## config.mk

```make
export PLATFORM = sky130hd
export DESIGN_NAME = clk_rst_sequencer_flat
export DESIGN_NICKNAME = d
export VERILOG_FILES = /design/src/rtl/clk_rst_sequencer_pkg.sv /design/src/rtl/clk_rst_sequencer_if.sv /design/src/rtl/clk_rst_sequencer_sync_debounce.sv /design/src/rtl/clk_rst_sequencer.sv /design/src/flat_wrapper.sv
export SDC_FILE = /design/constraint.sdc
export NUM_CORES = 1
export LEC_CHECK = 0
export ABC_AREA = 1
export CAP_MARGIN = 20
export CORE_ASPECT_RATIO = 1.5
export CORE_UTILIZATION = 32
export DETAILED_ROUTE_END_ITERATION = 12
export DONT_BUFFER_PORTS = 1
export PLACE_DENSITY = 0.59
export REMOVE_ABC_BUFFERS = 1
export SETUP_SLACK_MARGIN = 0.02
export SLEW_MARGIN = 5
export SYNTH_ARGS = -nofsm -noshare
export SYNTH_HDL_FRONTEND = slang
export SYNTH_SLANG_ARGS = --single-unit
```

## constraint.sdc

```tcl
create_clock -name clk -period 1.9 [get_ports clk]
set_input_delay 0 -clock clk [delete_from_list [all_inputs] [get_ports clk]]
set_output_delay 0 -clock clk [all_outputs]
set_load 0.05 [all_outputs]
```

## src/rtl/clk_rst_sequencer_pkg.sv

```systemverilog
// Shared state encoding, per-state reset-output vectors and sizing helpers
// for the board clock/reset sequencer.
package clk_rst_sequencer_pkg;

  typedef enum logic [2:0] {
    S_MMCM_RST  = 3'd0,
    S_WAIT_LOCK = 3'd1,
    S_STABLE    = 3'd2,
    S_REL_CORE  = 3'd3,
    S_RUN       = 3'd4,
    S_FAULT     = 3'd5
  } state_t;

  // Vectors are {mmcm_rst, core_rst_n, periph_rst_n}
  localparam logic [2:0] OUT_MMCM_RST = 3'b100;
  localparam logic [2:0] OUT_WAIT     = 3'b000;
  localparam logic [2:0] OUT_REL_CORE = 3'b010;
  localparam logic [2:0] OUT_RUN      = 3'b011;
  localparam logic [2:0] OUT_FAULT    = 3'b100;

  function automatic logic [2:0] state_outs(state_t s);
    case (s)
      S_MMCM_RST:  return OUT_MMCM_RST;
      S_WAIT_LOCK: return OUT_WAIT;
      S_STABLE:    return OUT_WAIT;
      S_REL_CORE:  return OUT_REL_CORE;
      S_RUN:       return OUT_RUN;
      S_FAULT:     return OUT_FAULT;
      default:     return OUT_MMCM_RST;
    endcase
  endfunction

  function automatic int max4(int a, int b, int c, int d);
    int m;
    m = a;
    if (b > m) m = b;
    if (c > m) m = c;
    if (d > m) m = d;
    return m;
  endfunction

endpackage

```

## src/rtl/clk_rst_sequencer_if.sv

```systemverilog
// Pin-side bundle of the sequencer: async board inputs in, MMCM/core/peripheral
// resets and status out.
interface clk_rst_sequencer_if;
  logic       btn_n;
  logic       ext_rst;
  logic       mmcm_locked;
  logic       mmcm_rst;
  logic       core_rst_n;
  logic       periph_rst_n;
  logic [2:0] state_o;
  logic [1:0] retry_cnt;
  logic       fault;

  modport master (
    input  btn_n, ext_rst, mmcm_locked,
    output mmcm_rst, core_rst_n, periph_rst_n, state_o, retry_cnt, fault
  );

  modport slave (
    output btn_n, ext_rst, mmcm_locked,
    input  mmcm_rst, core_rst_n, periph_rst_n, state_o, retry_cnt, fault
  );
endinterface

```

## src/rtl/clk_rst_sequencer_sync_debounce.sv

```systemverilog
// Multi-flop synchronizer with an optional counter debouncer; DEBOUNCE_CYCLES = 0
// gives a plain synchronizer with press_evt tied low.
module sync_debounce #(
  parameter int   SYNC_STAGES     = 2,
  parameter int   DEBOUNCE_CYCLES = 0,
  parameter logic RST_VAL         = 1'b0
) (
  input  logic clk,
  input  logic rst_n,
  input  logic din,
  output logic dout_s,
  output logic press_evt
);

  logic [SYNC_STAGES-1:0] r_sync;

  always_ff @(posedge clk or negedge rst_n) begin
    if (!rst_n) r_sync <= {SYNC_STAGES{RST_VAL}};
    else        r_sync <= {r_sync[SYNC_STAGES-2:0], din};
  end

  assign dout_s = r_sync[SYNC_STAGES-1];

  generate
    if (DEBOUNCE_CYCLES == 0) begin : g_nodb
      assign press_evt = 1'b0;
    end else begin : g_db
      localparam int DW = (DEBOUNCE_CYCLES > 1) ? $clog2(DEBOUNCE_CYCLES) : 1;
      logic [DW-1:0] r_cnt;
      logic          r_stable;
      logic          r_evt;

      // Level flips only after DEBOUNCE_CYCLES consecutive disagreeing samples;
      // only the flip to low (a press) raises the event, so holding fires once.
      always_ff @(posedge clk or negedge rst_n) begin
        if (!rst_n) begin
          r_cnt    <= '0;
          r_stable <= 1'b1;
          r_evt    <= 1'b0;
        end else begin
          r_evt <= 1'b0;
          if (dout_s == r_stable) begin
            r_cnt <= '0;
          end else if (r_cnt == DW'(DEBOUNCE_CYCLES - 1)) begin
            r_cnt    <= '0;
            r_stable <= dout_s;
            r_evt    <= ~dout_s;
          end else begin
            r_cnt <= r_cnt + 1'b1;
          end
        end
      end

      assign press_evt = r_evt;
    end
  endgenerate

endmodule

```

## src/rtl/clk_rst_sequencer.sv

```systemverilog
// Board bring-up sequencer: pulses MMCM reset, qualifies LOCKED with timeout and
// retry, then releases core and peripheral resets in stages.
module clk_rst_sequencer
  import clk_rst_sequencer_pkg::*;
#(
  parameter int SYNC_STAGES     = 2,
  parameter int MMCM_RST_CYCLES = 16,
  parameter int LOCK_TIMEOUT    = 65536,
  parameter int STABLE_CYCLES   = 1024,
  parameter int STAGE_GAP       = 256,
  parameter int DEBOUNCE_CYCLES = 500000,
  parameter int MAX_RETRY       = 3
) (
  input logic                 clk,
  input logic                 rst_n,
  clk_rst_sequencer_if.master bus
);

  localparam int CNT_MAX = max4(MMCM_RST_CYCLES, LOCK_TIMEOUT, STABLE_CYCLES, STAGE_GAP);
  localparam int CNT_W   = (CNT_MAX > 1) ? $clog2(CNT_MAX) : 1;

  logic w_btn_s, w_press, w_ext_s, w_ext_evt, w_lock_s, w_lock_evt, w_restart;

  sync_debounce #(.SYNC_STAGES(SYNC_STAGES), .DEBOUNCE_CYCLES(DEBOUNCE_CYCLES), .RST_VAL(1'b1))
    u_btn  (.clk(clk), .rst_n(rst_n), .din(bus.btn_n), .dout_s(w_btn_s), .press_evt(w_press));
  sync_debounce #(.SYNC_STAGES(SYNC_STAGES), .DEBOUNCE_CYCLES(0), .RST_VAL(1'b0))
    u_ext  (.clk(clk), .rst_n(rst_n), .din(bus.ext_rst), .dout_s(w_ext_s), .press_evt(w_ext_evt));
  sync_debounce #(.SYNC_STAGES(SYNC_STAGES), .DEBOUNCE_CYCLES(0), .RST_VAL(1'b0))
    u_lock (.clk(clk), .rst_n(rst_n), .din(bus.mmcm_locked), .dout_s(w_lock_s), .press_evt(w_lock_evt));

  state_t           r_state, w_state_nxt;
  logic [CNT_W-1:0] r_cnt, w_cnt_nxt;
  logic [1:0]       r_retry, w_retry_nxt, w_retry_inc;
  logic [2:0]       r_out, w_out_nxt;
  logic             r_fault, w_fault_nxt;

  assign w_restart   = w_ext_s | w_press;
  assign w_retry_inc = (int'(r_retry) >= MAX_RETRY) ? r_retry : r_retry + 2'd1;

  always_ff @(posedge clk or negedge rst_n) begin
    if (!rst_n) begin
      r_state <= S_MMCM_RST;
      r_cnt   <= '0;
      r_retry <= '0;
      r_out   <= OUT_MMCM_RST;
      r_fault <= 1'b0;
    end else begin
      r_state <= w_state_nxt;
      r_cnt   <= w_cnt_nxt;
      r_retry <= w_retry_nxt;
      r_out   <= w_out_nxt;
      r_fault <= w_fault_nxt;
    end
  end

  always_comb begin
    w_state_nxt = r_state;
    w_retry_nxt = r_retry;
    if (w_restart) begin
      w_state_nxt = S_MMCM_RST;
      w_retry_nxt = '0;
    end else begin
      case (r_state)
        S_MMCM_RST:
          if (r_cnt == CNT_W'(MMCM_RST_CYCLES - 1)) w_state_nxt = S_WAIT_LOCK;
        S_WAIT_LOCK:
          if (w_lock_s) begin
            w_state_nxt = S_STABLE;
          end else if (r_cnt == CNT_W'(LOCK_TIMEOUT - 1)) begin
            w_retry_nxt = w_retry_inc;
            w_state_nxt = (int'(w_retry_inc) >= MAX_RETRY) ? S_FAULT : S_MMCM_RST;
          end
        S_STABLE:
          if (!w_lock_s)                                w_state_nxt = S_WAIT_LOCK;
          else if (r_cnt == CNT_W'(STABLE_CYCLES - 1)) w_state_nxt = S_REL_CORE;
        S_REL_CORE:
          if (r_cnt == CNT_W'(STAGE_GAP - 1)) w_state_nxt = S_RUN;
        S_RUN:
          if (!w_lock_s) w_state_nxt = S_MMCM_RST;
        S_FAULT:     w_state_nxt = S_FAULT;
        default:     w_state_nxt = S_MMCM_RST;
      endcase
      if (w_state_nxt == S_RUN && r_state != S_RUN) w_retry_nxt = '0;
    end
    // One shared counter: restarts on any state change, idles where nothing is timed
    if (w_restart || w_state_nxt != r_state)        w_cnt_nxt = '0;
    else if (r_state == S_RUN || r_state == S_FAULT) w_cnt_nxt = r_cnt;
    else                                             w_cnt_nxt = r_cnt + 1'b1;
  end

  always_comb begin
    w_out_nxt   = state_outs(w_state_nxt);
    w_fault_nxt = (w_state_nxt == S_FAULT);
  end

  assign bus.mmcm_rst     = r_out[2];
  assign bus.core_rst_n   = r_out[1];
  assign bus.periph_rst_n = r_out[0];
  assign bus.state_o      = r_state;
  assign bus.retry_cnt    = r_retry;
  assign bus.fault        = r_fault;

endmodule
```

## src/flat_wrapper.sv

```systemverilog
// flat-port wrapper written by rule: the top's interface ports become plain ports
module clk_rst_sequencer_flat import clk_rst_sequencer_pkg::*;
#(
  parameter int SYNC_STAGES     = 2,
  parameter int MMCM_RST_CYCLES = 16,
  parameter int LOCK_TIMEOUT    = 65536,
  parameter int STABLE_CYCLES   = 1024,
  parameter int STAGE_GAP       = 256,
  parameter int DEBOUNCE_CYCLES = 500000,
  parameter int MAX_RETRY       = 3
)
  (clk, rst_n, bus_btn_n, bus_ext_rst, bus_mmcm_locked, bus_mmcm_rst, bus_core_rst_n, bus_periph_rst_n, bus_state_o, bus_retry_cnt, bus_fault);
  clk_rst_sequencer_if bus_i ();
  input logic clk;
  input logic rst_n;
  input wire logic [$bits(bus_i.btn_n)-1:0] bus_btn_n;
  input wire logic [$bits(bus_i.ext_rst)-1:0] bus_ext_rst;
  input wire logic [$bits(bus_i.mmcm_locked)-1:0] bus_mmcm_locked;
  output wire logic [$bits(bus_i.mmcm_rst)-1:0] bus_mmcm_rst;
  output wire logic [$bits(bus_i.core_rst_n)-1:0] bus_core_rst_n;
  output wire logic [$bits(bus_i.periph_rst_n)-1:0] bus_periph_rst_n;
  output wire logic [$bits(bus_i.state_o)-1:0] bus_state_o;
  output wire logic [$bits(bus_i.retry_cnt)-1:0] bus_retry_cnt;
  output wire logic [$bits(bus_i.fault)-1:0] bus_fault;
  assign bus_i.btn_n = bus_btn_n;
  assign bus_i.ext_rst = bus_ext_rst;
  assign bus_i.mmcm_locked = bus_mmcm_locked;
  assign bus_mmcm_rst = bus_i.mmcm_rst;
  assign bus_core_rst_n = bus_i.core_rst_n;
  assign bus_periph_rst_n = bus_i.periph_rst_n;
  assign bus_state_o = bus_i.state_o;
  assign bus_retry_cnt = bus_i.retry_cnt;
  assign bus_fault = bus_i.fault;
  clk_rst_sequencer #(.SYNC_STAGES(SYNC_STAGES), .MMCM_RST_CYCLES(MMCM_RST_CYCLES), .LOCK_TIMEOUT(LOCK_TIMEOUT), .STABLE_CYCLES(STABLE_CYCLES), .STAGE_GAP(STAGE_GAP), .DEBOUNCE_CYCLES(DEBOUNCE_CYCLES), .MAX_RETRY(MAX_RETRY)) u_core (.clk(clk), .rst_n(rst_n), .bus(bus_i));
endmodule
```

# == Word-level counts from Yosys, hierarchy flattened ==
# Cells that the tools add are included.
# totals
input_bits,5
reg_bits,52
output_inout_bits,9
# op_classes
add_sub_neg,3
n_mux,24
magnitude_cmp,2
n_reduce_logical,9
eq_ne,21
bitwise_logic,3
# ops
cell,n
$mux 19,2
$mux 16,2
$mux 3,10
$add 19x1->19 const B,1
$eq 19x19->1 const B,1
$pmux 3 s6,1
$add 16x1->16 const B,1
$eq 16x10->1 const B,1
$eq 16x16->1 const B,1
$eq 16x4->1 const B,1
$eq 16x8->1 const B,1
$eq 3x3->1 const B,5
$eq 3x2->1 const B,4
$mux 2,6
$pmux 3 s3,1
$eq 3x1->1 const B,2
$reduce_bool 3->1,2
$ge 2x2->1 const B,2
$logic_not 3->1,1
$ne 3x1->1 const B,1
$ne 3x3->1,1
$ne 3x3->1 const B,1
$reduce_and 3->1,1
$add 2x1->2 const B,1
9 further kinds,12

# == Longest topological paths before layout ==
# Gate-level depths: netlist (run 1).
# depth
word_depth,12
mapped_depth,14

# == Hierarchy ==
# From an unflattened synthesis (run 1), not the netlist that was laid out.
# hier_totals
hier_cells,341
hier_area_um2,2882.8
# modules_own_cells
mod,seq_area_each_um2,cells_each,area_each_um2,instances
clk_rst_sequencer,626.9,183,1539.0,1
sync_debounce at u_core.u_btn,579.3,150,1221.2,1
sync_debounce at u_core.u_ext ...,50.0,4,61.3,2

# == Worst setup path after synthesis (run 1) ==
# OpenSTA, ideal clock, no wires.
# synth_timing
path_type,flip-flop to flip-flop
from,"register u_core.r_state[0], in the netlist u_core.bus.state_o[0]"
to,register u_core.r_cnt[9]
required_time_ps,1772
path_stages_with_launch,11
period_less_slack_ps,1977
t_arrival_ps,1849
slack_ps,-77
setup_ps,128
path_cell_list,dfrtp_1 > inv_2 > nor4_2 > nand3_2 > nand2_1 > nand2_1 > nand2_2 > nor2_4 > nand3_4 > buf_12 > nor2_4
# synth_between
elab_chain_len,8
# synth_rtl
element,line_no,text
"start, declared",clk_rst_sequencer.sv:31,"state_t r_state, w_state_nxt;"
"start signal, assigned",clk_rst_sequencer.sv:48,r_state <= w_state_nxt;
$mux 3 (on tied branches),"clk_rst_sequencer.sv:75, clk_rst_sequencer.sv:69",
$mux 3 (on tied branches),"clk_rst_sequencer.sv:74, clk_rst_sequencer.sv:67",
$pmux 3 s6,clk_rst_sequencer.sv:63,case (r_state)
$mux 3 (2 in series),clk_rst_sequencer.sv:59,if (w_restart) begin
$ne 3x3->1,clk_rst_sequencer.sv:86,if (w_restart || w_state_nxt != r_state) w_cnt_nxt = '0;
$logic_or 1x1->1,clk_rst_sequencer.sv:86,
$ne 2x1->1 (no source line) or $mux 16 (tied branches),-,
"end signal, assigned",clk_rst_sequencer.sv:49,r_cnt <= w_cnt_nxt;
"end, declared",clk_rst_sequencer.sv:32,"logic [CNT_W-1:0] r_cnt, w_cnt_nxt;"
# Several ways; a longest one is shown, not always the timed one. The select of a mux whose other input is x is not followed.
# A chain may end at the register's enable or synchronous reset.

# == Worst setup path in the final report (run 1) ==
# layout_timing
from,register u_core.r_cnt[1]
to,register u_core.r_cnt[7]
# layout_between
elab_chain_len,9
# layout_rtl
element,line_no
$eq 16x10->1 or $eq 16x16->1 (tied branches),"clk_rst_sequencer.sv:75, clk_rst_sequencer.sv:69"
$mux 3 (on tied branches),"clk_rst_sequencer.sv:75, clk_rst_sequencer.sv:69"
$mux 3 (on tied branches),"clk_rst_sequencer.sv:74, clk_rst_sequencer.sv:67"
$pmux 3 s6,clk_rst_sequencer.sv:63
$mux 3 (2 in series),clk_rst_sequencer.sv:59
$ne 3x3->1,clk_rst_sequencer.sv:86
$logic_or 1x1->1,clk_rst_sequencer.sv:86
$ne 2x1->1 (no source line) or $mux 16 (tied branches),-
# Several ways; a longest one is shown, not always the timed one. The select of a mux whose other input is x is not followed.

==> flow_metrics.env, run 1 <==
export IMPL_outcome="completed"
export IMPL_rr_startpoint="u_core.r_cnt[1]"
export IMPL_skew_ns=0.00741
export IMPL_ant_nets=0
export IMPL_synth_fa_ha_area_share_pct=0.914
export IMPL_post_route_util_pct=40.5
export IMPL_grt_pass1_vias=2047
export IMPL_pwr_share_comb_pct=5.7
export IMPL_die_y_um=115
export IMPL_cts_made_buffers=5
export IMPL_rr_endpoint="u_core.r_cnt[7]"
export IMPL_vias=2140
export IMPL_synth_top_family_by_area="simple AND/OR/NAND/NOR gates"
export IMPL_cts_root_buf="clkbuf_16"
export IMPL_clock_path_buffers=2
export IMPL_ys_seq_elements=52
export IMPL_p_int_mw=1.66
export IMPL_wl_met2_um=3060
export IMPL_routabilityCongestion=0.808
export IMPL_fmax_ghz=0.540
export IMPL_syn_to_final_growth_pct=23.6
export IMPL_path_class="register to register"
export IMPL_h_tree_depth=2
export IMPL_ios=14
export IMPL_power_density_mw_per_mm2=636
export IMPL_synthSimpleGateAreaFrac_pct=33.3
export IMPL_setup_viol=0
export IMPL_path_delay_family="simple AND/OR/NAND/NOR gates"
export IMPL_fin_nets=348
export IMPL_final_common_cell="dfrtp_1"
export IMPL_power_switching_mw=0.487
export IMPL_grt_max_degree=53
export IMPL_required_ns=2.08
export IMPL_reg2regPathDepth=11
export IMPL_synth_avg_cell_area_um2=8.97
export IMPL_slowest_delay_ns=0.40
export IMPL_slowest_stage="dfrtp_1"
export IMPL_drc_errors=0
export IMPL_drive_above_1_share_pct=28.1
export IMPL_seqPwrFrac_pct=53.0
export IMPL_p_clk_share_pct=41.4
export IMPL_initial_core_util_pct=32.7
export IMPL_routed_via_density=4.77
export IMPL_ys_seq_area_share_pct=47.7
export IMPL_tightestPinTransition_ns=0.504
export IMPL_fin_cells=449
export IMPL_track_usage_pct=13.0
export IMPL_top_layer_used="met4"
export IMPL_ys_types=37
export IMPL_drv_slew=0
export IMPL_hold_violations=0
export IMPL_setup_worst_path_start="u_core.r_cnt[1]"
export IMPL_syn_area_mm2=0.00274
export IMPL_rows=41
export IMPL_fin_setup_tns_ns=0
export IMPL_dpl_cell_count=429
export IMPL_startpoint_type="register"
export IMPL_drtIter0Drc=127
export IMPL_critPathCaptureType="register"
export IMPL_synth_cells=305
export IMPL_grt_pass1_wl_um=9070
export IMPL_finalWorstSetupSlack_ns=0.0474
export IMPL_core_mm2=0.00836
export IMPL_p_leak_nw=1.51
export IMPL_wl_per_cell_um=12.5
export IMPL_maxCapViolCount=0
export IMPL_r2r_setup_slack_ns=0.05
export IMPL_fillers=795
export IMPL_path_buf_inv=1
export IMPL_synth_mux_area_share_pct=0.732
export IMPL_rsz0062_at_grt="true"
export IMPL_wirelength_um=5630
export IMPL_clock_sinks=52
export IMPL_tritoncts="yes"
export IMPL_vdd_drop_max_v=0.000355
export IMPL_antenna_found_initial=0
export IMPL_worst_path_max_fanout=6
export IMPL_post_place_ws_ns=-0.0508
export IMPL_met1_length_um=2360
export IMPL_port_buffer_count=0
export IMPL_diodes=0
export IMPL_hp_class="input port to async pin"
export IMPL_synth_xor_area_share_pct=7.04
export IMPL_arrival_ns=2.03
export IMPL_p_sw_share_pct=22.6
export IMPL_synth_top_cell_area_share_pct=43.9
export IMPL_synthTopCellsByArea="dfrtp_1, nor2_1, nand2_1, xor2_1, nor2_4"
export IMPL_first_pass_iters=4
export IMPL_clkTransAtPathRegs_ns=0.07
export IMPL_grt_overflow_total=0
export IMPL_period_minus_slack_ns=1.85
export IMPL_synth_compound_area_share_pct=4.30
export IMPL_fin_total_pwr_mw=2.15
export IMPL_met3WireLength_um=103
export IMPL_relSlewSlack_pct=66.4
export IMPL_yosys_warnings=0
export IMPL_dp_hpwl_um=4060
export IMPL_layout_common_cells="dfrtp_1, nor2_1, nand2_1"
export IMPL_finalCritPeriodShare_pct=97.5
export IMPL_die_area_mm2=0.00893
export IMPL_die_x_um=77.5
export IMPL_synth_top_area_cell="dfrtp_1"
export IMPL_clock_latency_ns=0.29
export IMPL_path_cells="ha_4, nand3_4, nor2_8, nand2_1, a21oi_2, nor2_4, nand2_2, nand2_2, nand3_4, clkbuf_16, nor2_4"
## worst max path at each step
stage / to / slack, ns / depth (start not counted)
after floorplan: u_core.r_cnt[0] / -0.14 / 8
after global placement: u_core.r_cnt[15] / -0.01 / 11
after detailed placement: u_core.r_cnt[15] / -0.05 / 11
after CTS: u_core.r_cnt[15] / 0.02 / 12
after global routing: u_core.r_cnt[7] / -0.06 / 11
final: u_core.r_cnt[7] / 0.05 / 11
## Yosys cell counts, drive strengths merged
cell type,n
nand3,22
o21bai,1
o21ai,4
ha,2
nor3b,2
and2,1
nand2,48
a41oi,1
dfstp,4
clkbuf,1
nor3,11
nor4,4
xor2,17
nand4,11
a21oi,12
a31oi,1
dfrtp,48
xnor2,5
nand3b,1
nor2,65
o21a,2
or2,2
buf,1
inv,37
mux2i,2
## what timing repair did
| item | CTS | global route |
|---|---|---|
| hold buffers | 5 | 0 |
| gates resized for setup | 2 | 24 |
| setup buffers | 1 | 5 |
| endpoints found under the hold margin | 55 | 0 |
| setup endpoints to repair | 16 | 20 |
| gates cloned | 0 | 1 |
| pin swaps | 1 | 7 |
## cell families (layout without fill, tap and decap cells)
family | after synthesis | count (layout)
buffers and inverters | 39 | 76
AOI/OAI and AO/OA | 21 | 21
xor gates and xnor gates | 22 | 22
and+or+nand+nor | 167 | 167
adders and majority gates | 2 | 2
muxes | 2 | 2
DFF | 52 | 52
## registers in the layout, summed over array words and instances (netlist names)
name	flops
u_core.u_btn.g_db.r_cnt	19
u_core.r_cnt	16
u_core.bus.state_o	3
u_core.r_out	3
u_core.bus.retry_cnt	2
u_core.u_btn.r_sync	2
u_core.u_ext.r_sync	2
u_core.u_lock.r_sync	2
u_core.bus.fault	1
u_core.u_btn.g_db.r_stable	1
u_core.u_btn.press_evt	1
## power by group through the flow
stage / clock, mW / sequential, mW / combinational [mW]
global route: 0.947 / 1.14 / 0.139
detailed placement: 0 / 1.16 / 0.0710
finish: 0.890 / 1.14 / 0.122
CTS: 0.918 / 1.14 / 0.108
floorplan: 0 / 1.16 / 0.0406
global placement: 0 / 1.16 / 0.0686
## per-stage QoR
| step | area (µm²) | hold slack [ns] |
|---|---|---|
| 2_1_floorplan | 2710 | -0.296 |
| 3_5_place_dp | 3000 | -0.294 |
| 3_3_place_gp | 3000 | -0.293 |
| 5_1_grt | 3380 | 0.248 |
| 6_report | 3380 | 0.222 |
| 4_1_cts | 3230 | 0.223 |
## per-layer routing
| layer | global-route usage, % | vias to the layer above |
|---|---|---|
| met1 | 14.5 | 1041 |
| met4 | 5.91 | 0 |
| met5 | 0 | - |
| met2 | 24.0 | 32 |
| met3 | 1.90 | 10 |
| li1 | - | 1057 |
## final cells by class
type                    count  area [µm²]  area share (%)
flip-flops and latches     52        1310            38.6
clock inverters             3        18.8           0.555
well taps                 107         134            3.96
repair buffers             31         297            8.76
clock buffers               5         125            3.70
multi-input cells         214        1360            40.3
inverters                  37         139            4.11
(Power assumes the default switching activity.)
==> run 2, diff against run 1 <==
CORE_ASPECT_RATIO = 1.2   (was 1.5)
CORE_UTILIZATION = 25   (was 32)
PLACE_DENSITY = 0.5   (was 0.59)
clock period = 2.3 ns   (was 1.9 ns; I/O delays follow)
==> flow_metrics.env, run 2 (synthesis results as in run 1) <==
export IMPL_clock_path_buffers=2
export IMPL_path_buf_inv=0
export IMPL_tritoncts="yes"
export IMPL_ant_nets=0
export IMPL_initial_core_util_pct=25.9
export IMPL_arrival_ns=2.31
export IMPL_drive_above_1_share_pct=17.2
export IMPL_fin_nets=325
export IMPL_critPathCaptureType="register"
export IMPL_hold_violations=0
export IMPL_layout_common_cells="nor2_1, dfrtp_1, nand2_1"
export IMPL_grt_pass1_wl_um=9430
export IMPL_finalCritPeriodShare_pct=91.2
export IMPL_largest_register_ffs=19
export IMPL_drtIter0Drc=83
export IMPL_clock_sinks=52
export IMPL_period_minus_slack_ns=2.10
export IMPL_cts_hold_fix_buffers=5
export IMPL_clock_latency_ns=0.29
export IMPL_die_y_um=117
export IMPL_die_x_um=97.5
export IMPL_drv_slew=0
export IMPL_syn_to_final_growth_pct=13.8
export IMPL_maxCapViolCount=0
export IMPL_track_usage_pct=10.0
export IMPL_skew_ns=0.00452
export IMPL_setup_viol=0
export IMPL_worst_path_max_fanout=16
export IMPL_post_cts_buffers=0
export IMPL_cts_root_buf="clkbuf_16"
export IMPL_top_regs="u_core.u_btn.g_db.r_cnt (19), u_core.r_cnt (16)"
export IMPL_grt_overflow_total=0
export IMPL_core_mm2=0.0106
export IMPL_critical_path_depth=11
export IMPL_path_delay_family="simple AND/OR/NAND/NOR gates"
export IMPL_routed_via_density=4.46
export IMPL_post_route_util_pct=29.5
export IMPL_clkTransAtPathRegs_ns=0.07
export IMPL_diodes=0
export IMPL_wirelength_um=5280
export IMPL_setup_worst_path_start="u_core.r_cnt[0]"
export IMPL_grt_max_degree=53
export IMPL_routabilityCongestion=0.766
export IMPL_grt_pass1_vias=2090
export IMPL_largest_register="u_core.u_btn.g_db.r_cnt"
export IMPL_rr_startpoint="u_core.r_cnt[0]"
export IMPL_first_pass_iters=4
export IMPL_fin_setup_tns_ns=0
export IMPL_r2r_setup_slack_ns=0.20
export IMPL_rows=41
export IMPL_postCtsResizedCells=0
export IMPL_power_density_mw_per_mm2=569
export IMPL_hp_class="input port to async pin"
export IMPL_cts_made_buffers=5
export IMPL_dp_hpwl_um=3910
export IMPL_vias=1998
export IMPL_ios=14
export IMPL_fmax_ghz=0.477
export IMPL_vdd_drop_max_v=0.000326
export IMPL_rr_endpoint="u_core.r_cnt[15]"
export IMPL_rsz0062_at_grt="false"
export IMPL_slowest_stage="dfrtp_1"
export IMPL_path_class="register to register"
export IMPL_die_area_mm2=0.0114
export IMPL_wl_per_cell_um=11.8
export IMPL_p_leak_nw=1.37
export IMPL_reg2regPathDepth=11
export IMPL_relSlewSlack_pct=66.8
export IMPL_fillers=1145
export IMPL_drc_errors=0
export IMPL_tightestPinTransition_ns=0.499
export IMPL_antenna_found_initial=0
export IMPL_outcome="completed"
export IMPL_startpoint_type="register"
export IMPL_slowest_delay_ns=0.39
export IMPL_required_ns=2.51
export IMPL_path_cells="ha_1, nand3_2, nor2_8, nand2_1, nand2_2, nand3_2, nor2_4, nand2_2, nand2_1, nand3_4, nor2_1"
export IMPL_h_tree_depth=2
export IMPL_port_buffer_count=0
-- run 2: changes by cell type in the layout (fill, tap and decap cells not counted), moves of 5 or more --
cell,before,now
buf_4,23,3
nand2_1,38,43
nor2_1,41,48
nand2_2,9,4
nor2_2,8,3
-- run 2: worst max path at each step --
stage,endpoint,slack [ns]
floorplan,u_core.r_cnt[0],0.26
global placement,u_core.r_cnt[15],0.26
detailed placement,u_core.r_cnt[0],0.21
CTS,u_core.r_cnt[15],0.18
global route,u_core.r_cnt[15],0.03
finish,u_core.r_cnt[15],0.20
-- run 2: final cells by class --
cell class	count	area, µm²	share of cell area [%]
inverters	37	139	4.46
flip-flops and latches	52	1310	41.9
repair buffers	8	90.1	2.89
clock inverters	3	25.0	0.804
clock buffers	5	125	4.02
well taps	129	161	5.18
multi-input cells	214	1270	40.7
-- run 2: stage by stage --
stage / hold slack, ns / cells / total power [mW] / setup WS [ns] / cell area, µm²
after floorplan: -0.296 / 303 / 0.989 / 0.258 / 2710
after global placement: -0.292 / 435 / 0.999 / 0.264 / 2900
after detailed placement: -0.292 / 435 / 1.00 / 0.208 / 2900
after CTS: 0.231 / 448 / 1.80 / 0.182 / 3110
after global routing: 0.248 / 448 / 1.85 / 0.0265 / 3110
final: 0.219 / 448 / 1.77 / 0.203 / 3110
-- run 2: report_power, final --
group / internal [mW] / total [mW] / switching, mW / leakage, nW
combinational: 0.0219 / 0.0691 / 0.0471 / 0.601
sequential: 0.929 / 0.940 / 0.0108 / 0.698
clock: 0.412 / 0.764 / 0.352 / 0.0708
-- run 2: per-layer routing --
metal,track usage (%),share of wire (%),vias up
li1,-,-,1007
met1,12.3,45,973
met2,18.5,53,16
met3,1.80,1.9,2
met4,2.06,0.27,0
met5,0,0,-
==> run 3, diff against run 2 <==
SYNTH_HIERARCHICAL = 1   (was default)
clock period = 2.4 ns   (was 2.3 ns; I/O delays follow)
==> flow_metrics.env, run 3 <==
export IMPL_drc_errors=0
export IMPL_post_route_util_pct=29.5
export IMPL_ant_nets=0
export IMPL_arrival_ns=2.25
export IMPL_tritoncts="yes"
export IMPL_grt_overflow_total=0
export IMPL_fin_nets=358
export IMPL_h_tree_depth=2
export IMPL_drive_above_1_share_pct=18.5
export IMPL_postCtsResizedCells=0
export IMPL_skew_ns=0.00639
export IMPL_initial_core_util_pct=25.8
export IMPL_port_buffer_count=0
export IMPL_yosys_warnings=6
export IMPL_routabilityCongestion=0.838
export IMPL_p_leak_nw=1.46
export IMPL_syn_to_final_growth_pct=14.4
export IMPL_path_class="register to register"
export IMPL_drv_slew=0
export IMPL_synth_cells=337
export IMPL_dp_hpwl_um=4060
export IMPL_wl_per_cell_um=10.9
export IMPL_fmax_ghz=0.492
export IMPL_dpl_cell_count=493
export IMPL_track_usage_pct=10.2
export IMPL_fin_total_pwr_mw=1.71
export IMPL_worst_path_max_fanout=16
export IMPL_routed_via_density=4.16
export IMPL_die_area_mm2=0.0119
export IMPL_finalWorstSetupSlack_ns=0.369
export IMPL_dpl_cell_area_mm2=0.00306
export IMPL_antenna_found_initial=0
export IMPL_largest_register_ffs=19
export IMPL_grt_max_degree=53
export IMPL_fin_setup_tns_ns=0
export IMPL_clock_latency_ns=0.29
export IMPL_diodes=0
export IMPL_power_density_mw_per_mm2=523
export IMPL_required_ns=2.62
export IMPL_clock_path_buffers=2
export IMPL_fin_cells=506
export IMPL_layout_common_cells="nand2_1, nor2_1, dfrtp_1"
export IMPL_outcome="completed"
export IMPL_period_minus_slack_ns=2.03
export IMPL_post_place_ws_ns=0.351
export IMPL_final_common_cell="nand2_1"
export IMPL_clkTransAtPathRegs_ns=0.07
export IMPL_hold_slack_ns=0.218
export IMPL_cts_made_buffers=5
export IMPL_cts_root_buf="clkbuf_16"
export IMPL_drtIter0Drc=72
export IMPL_maxCapViolCount=0
export IMPL_ios=14
export IMPL_die_x_um=99.6
export IMPL_relSlewSlack_pct=64.9
export IMPL_grt_pass1_wl_um=9730
export IMPL_finalInstanceArea_mm2=0.00327
export IMPL_startpoint_type="register"
export IMPL_first_pass_iters=4
export IMPL_grt_pass1_vias=2090
export IMPL_finalCritPeriodShare_pct=84.6
export IMPL_rsz0062_at_grt="false"
export IMPL_vdd_drop_max_v=0.000265
export IMPL_hp_class="input port to async pin"
export IMPL_setup_viol=0
export IMPL_wirelength_um=5500
export IMPL_clock_sinks=52
export IMPL_critPathCaptureType="register"
export IMPL_syn_area_mm2=0.00286
export IMPL_synth_avg_cell_area_um2=8.49
export IMPL_vias=2107
export IMPL_die_y_um=119
export IMPL_largest_register="u_core/u_btn/g_db.r_cnt"
export IMPL_tightestPinTransition_ns=0.527
export IMPL_top_regs="u_core/u_btn/g_db.r_cnt (19), u_core/r_cnt (16)"
export IMPL_hold_violations=0
export IMPL_core_mm2=0.0111
export IMPL_rows=42
[run 3: cell types whose count changed in the layout (fill, tap and decap cells not counted), moves of 2 or more]
cell     change
nand4_1      -5
nor4_1       -3
a21oi_1      -5
o21ai_1      +4
nand2_2      +5
xor2_1       -3
inv_1       +11
nand2_1     +17
nor2_2       +4
nand3_1      +5
nor2_1       +8
nor3_2       -2
[run 3: critical path: stages (launching register included)]
cell,delay [ns]
dfrtp_1,0.44
buf_4,0.22
nand2_2,0.17
inv_1,0.08
o21ai_1,0.07
nand2_1,0.06
inv_1,0.06
nand2_1,0.08
nand2_1,0.06
nand2_1,0.08
nor2_4,0.12
nand3_4,0.31
nor2_1,0.19
[run 3: layer usage]
metal	up-vias	part of all wire, %	track usage [%]
met4	0	0.96	2.48
met3	7	2.9	2.70
met2	25	49	17.7
met1	996	47	12.5
met5	-	0	0
li1	1079	-	-
[run 3: power by group]
part,switching [mW],internal (mW)
Combinational,0.0477,0.0214
Sequential,0.00980,0.890
Clock,0.349,0.395
Total,0.407,1.31
[run 3: worst paths after layout]
path                                             start                     endpoint  cells past startpoint  slack, ns
worst max register to register   u_core/bus.state_o[2]              u_core/r_cnt[4]                     12       0.37
worst min-delay path                             rst_n  u_core/u_btn/g_db.r_cnt[18]                      2       0.22
min in group clk                             bus_btn_n       u_core/u_btn/r_sync[0]                      1       0.25
max in group asynchronous                        rst_n   u_core/u_btn/g_db.r_stable                      2       1.90
worst min register to register  u_core/u_btn/r_sync[0]       u_core/u_btn/r_sync[1]                      0       0.36
worst max-delay path             u_core/bus.state_o[2]              u_core/r_cnt[4]                     12       0.37
[run 3: what timing repair did]
item | 4_1_cts | 5_1_grt
hold buffers | 5 | 0
buffers inserted | 0 | 0
hold endpoints to repair | 55 | 0
[run 3: layout make-up]
class,instances,area (µm²)
repair buffers,8,90.1
flip-flops and latches,52,1310
clock buffers,5,125
inverters,47,176
clock inverters,3,25.0
well taps,154,193
multi-input cells,237,1360
fillers,1182,7820
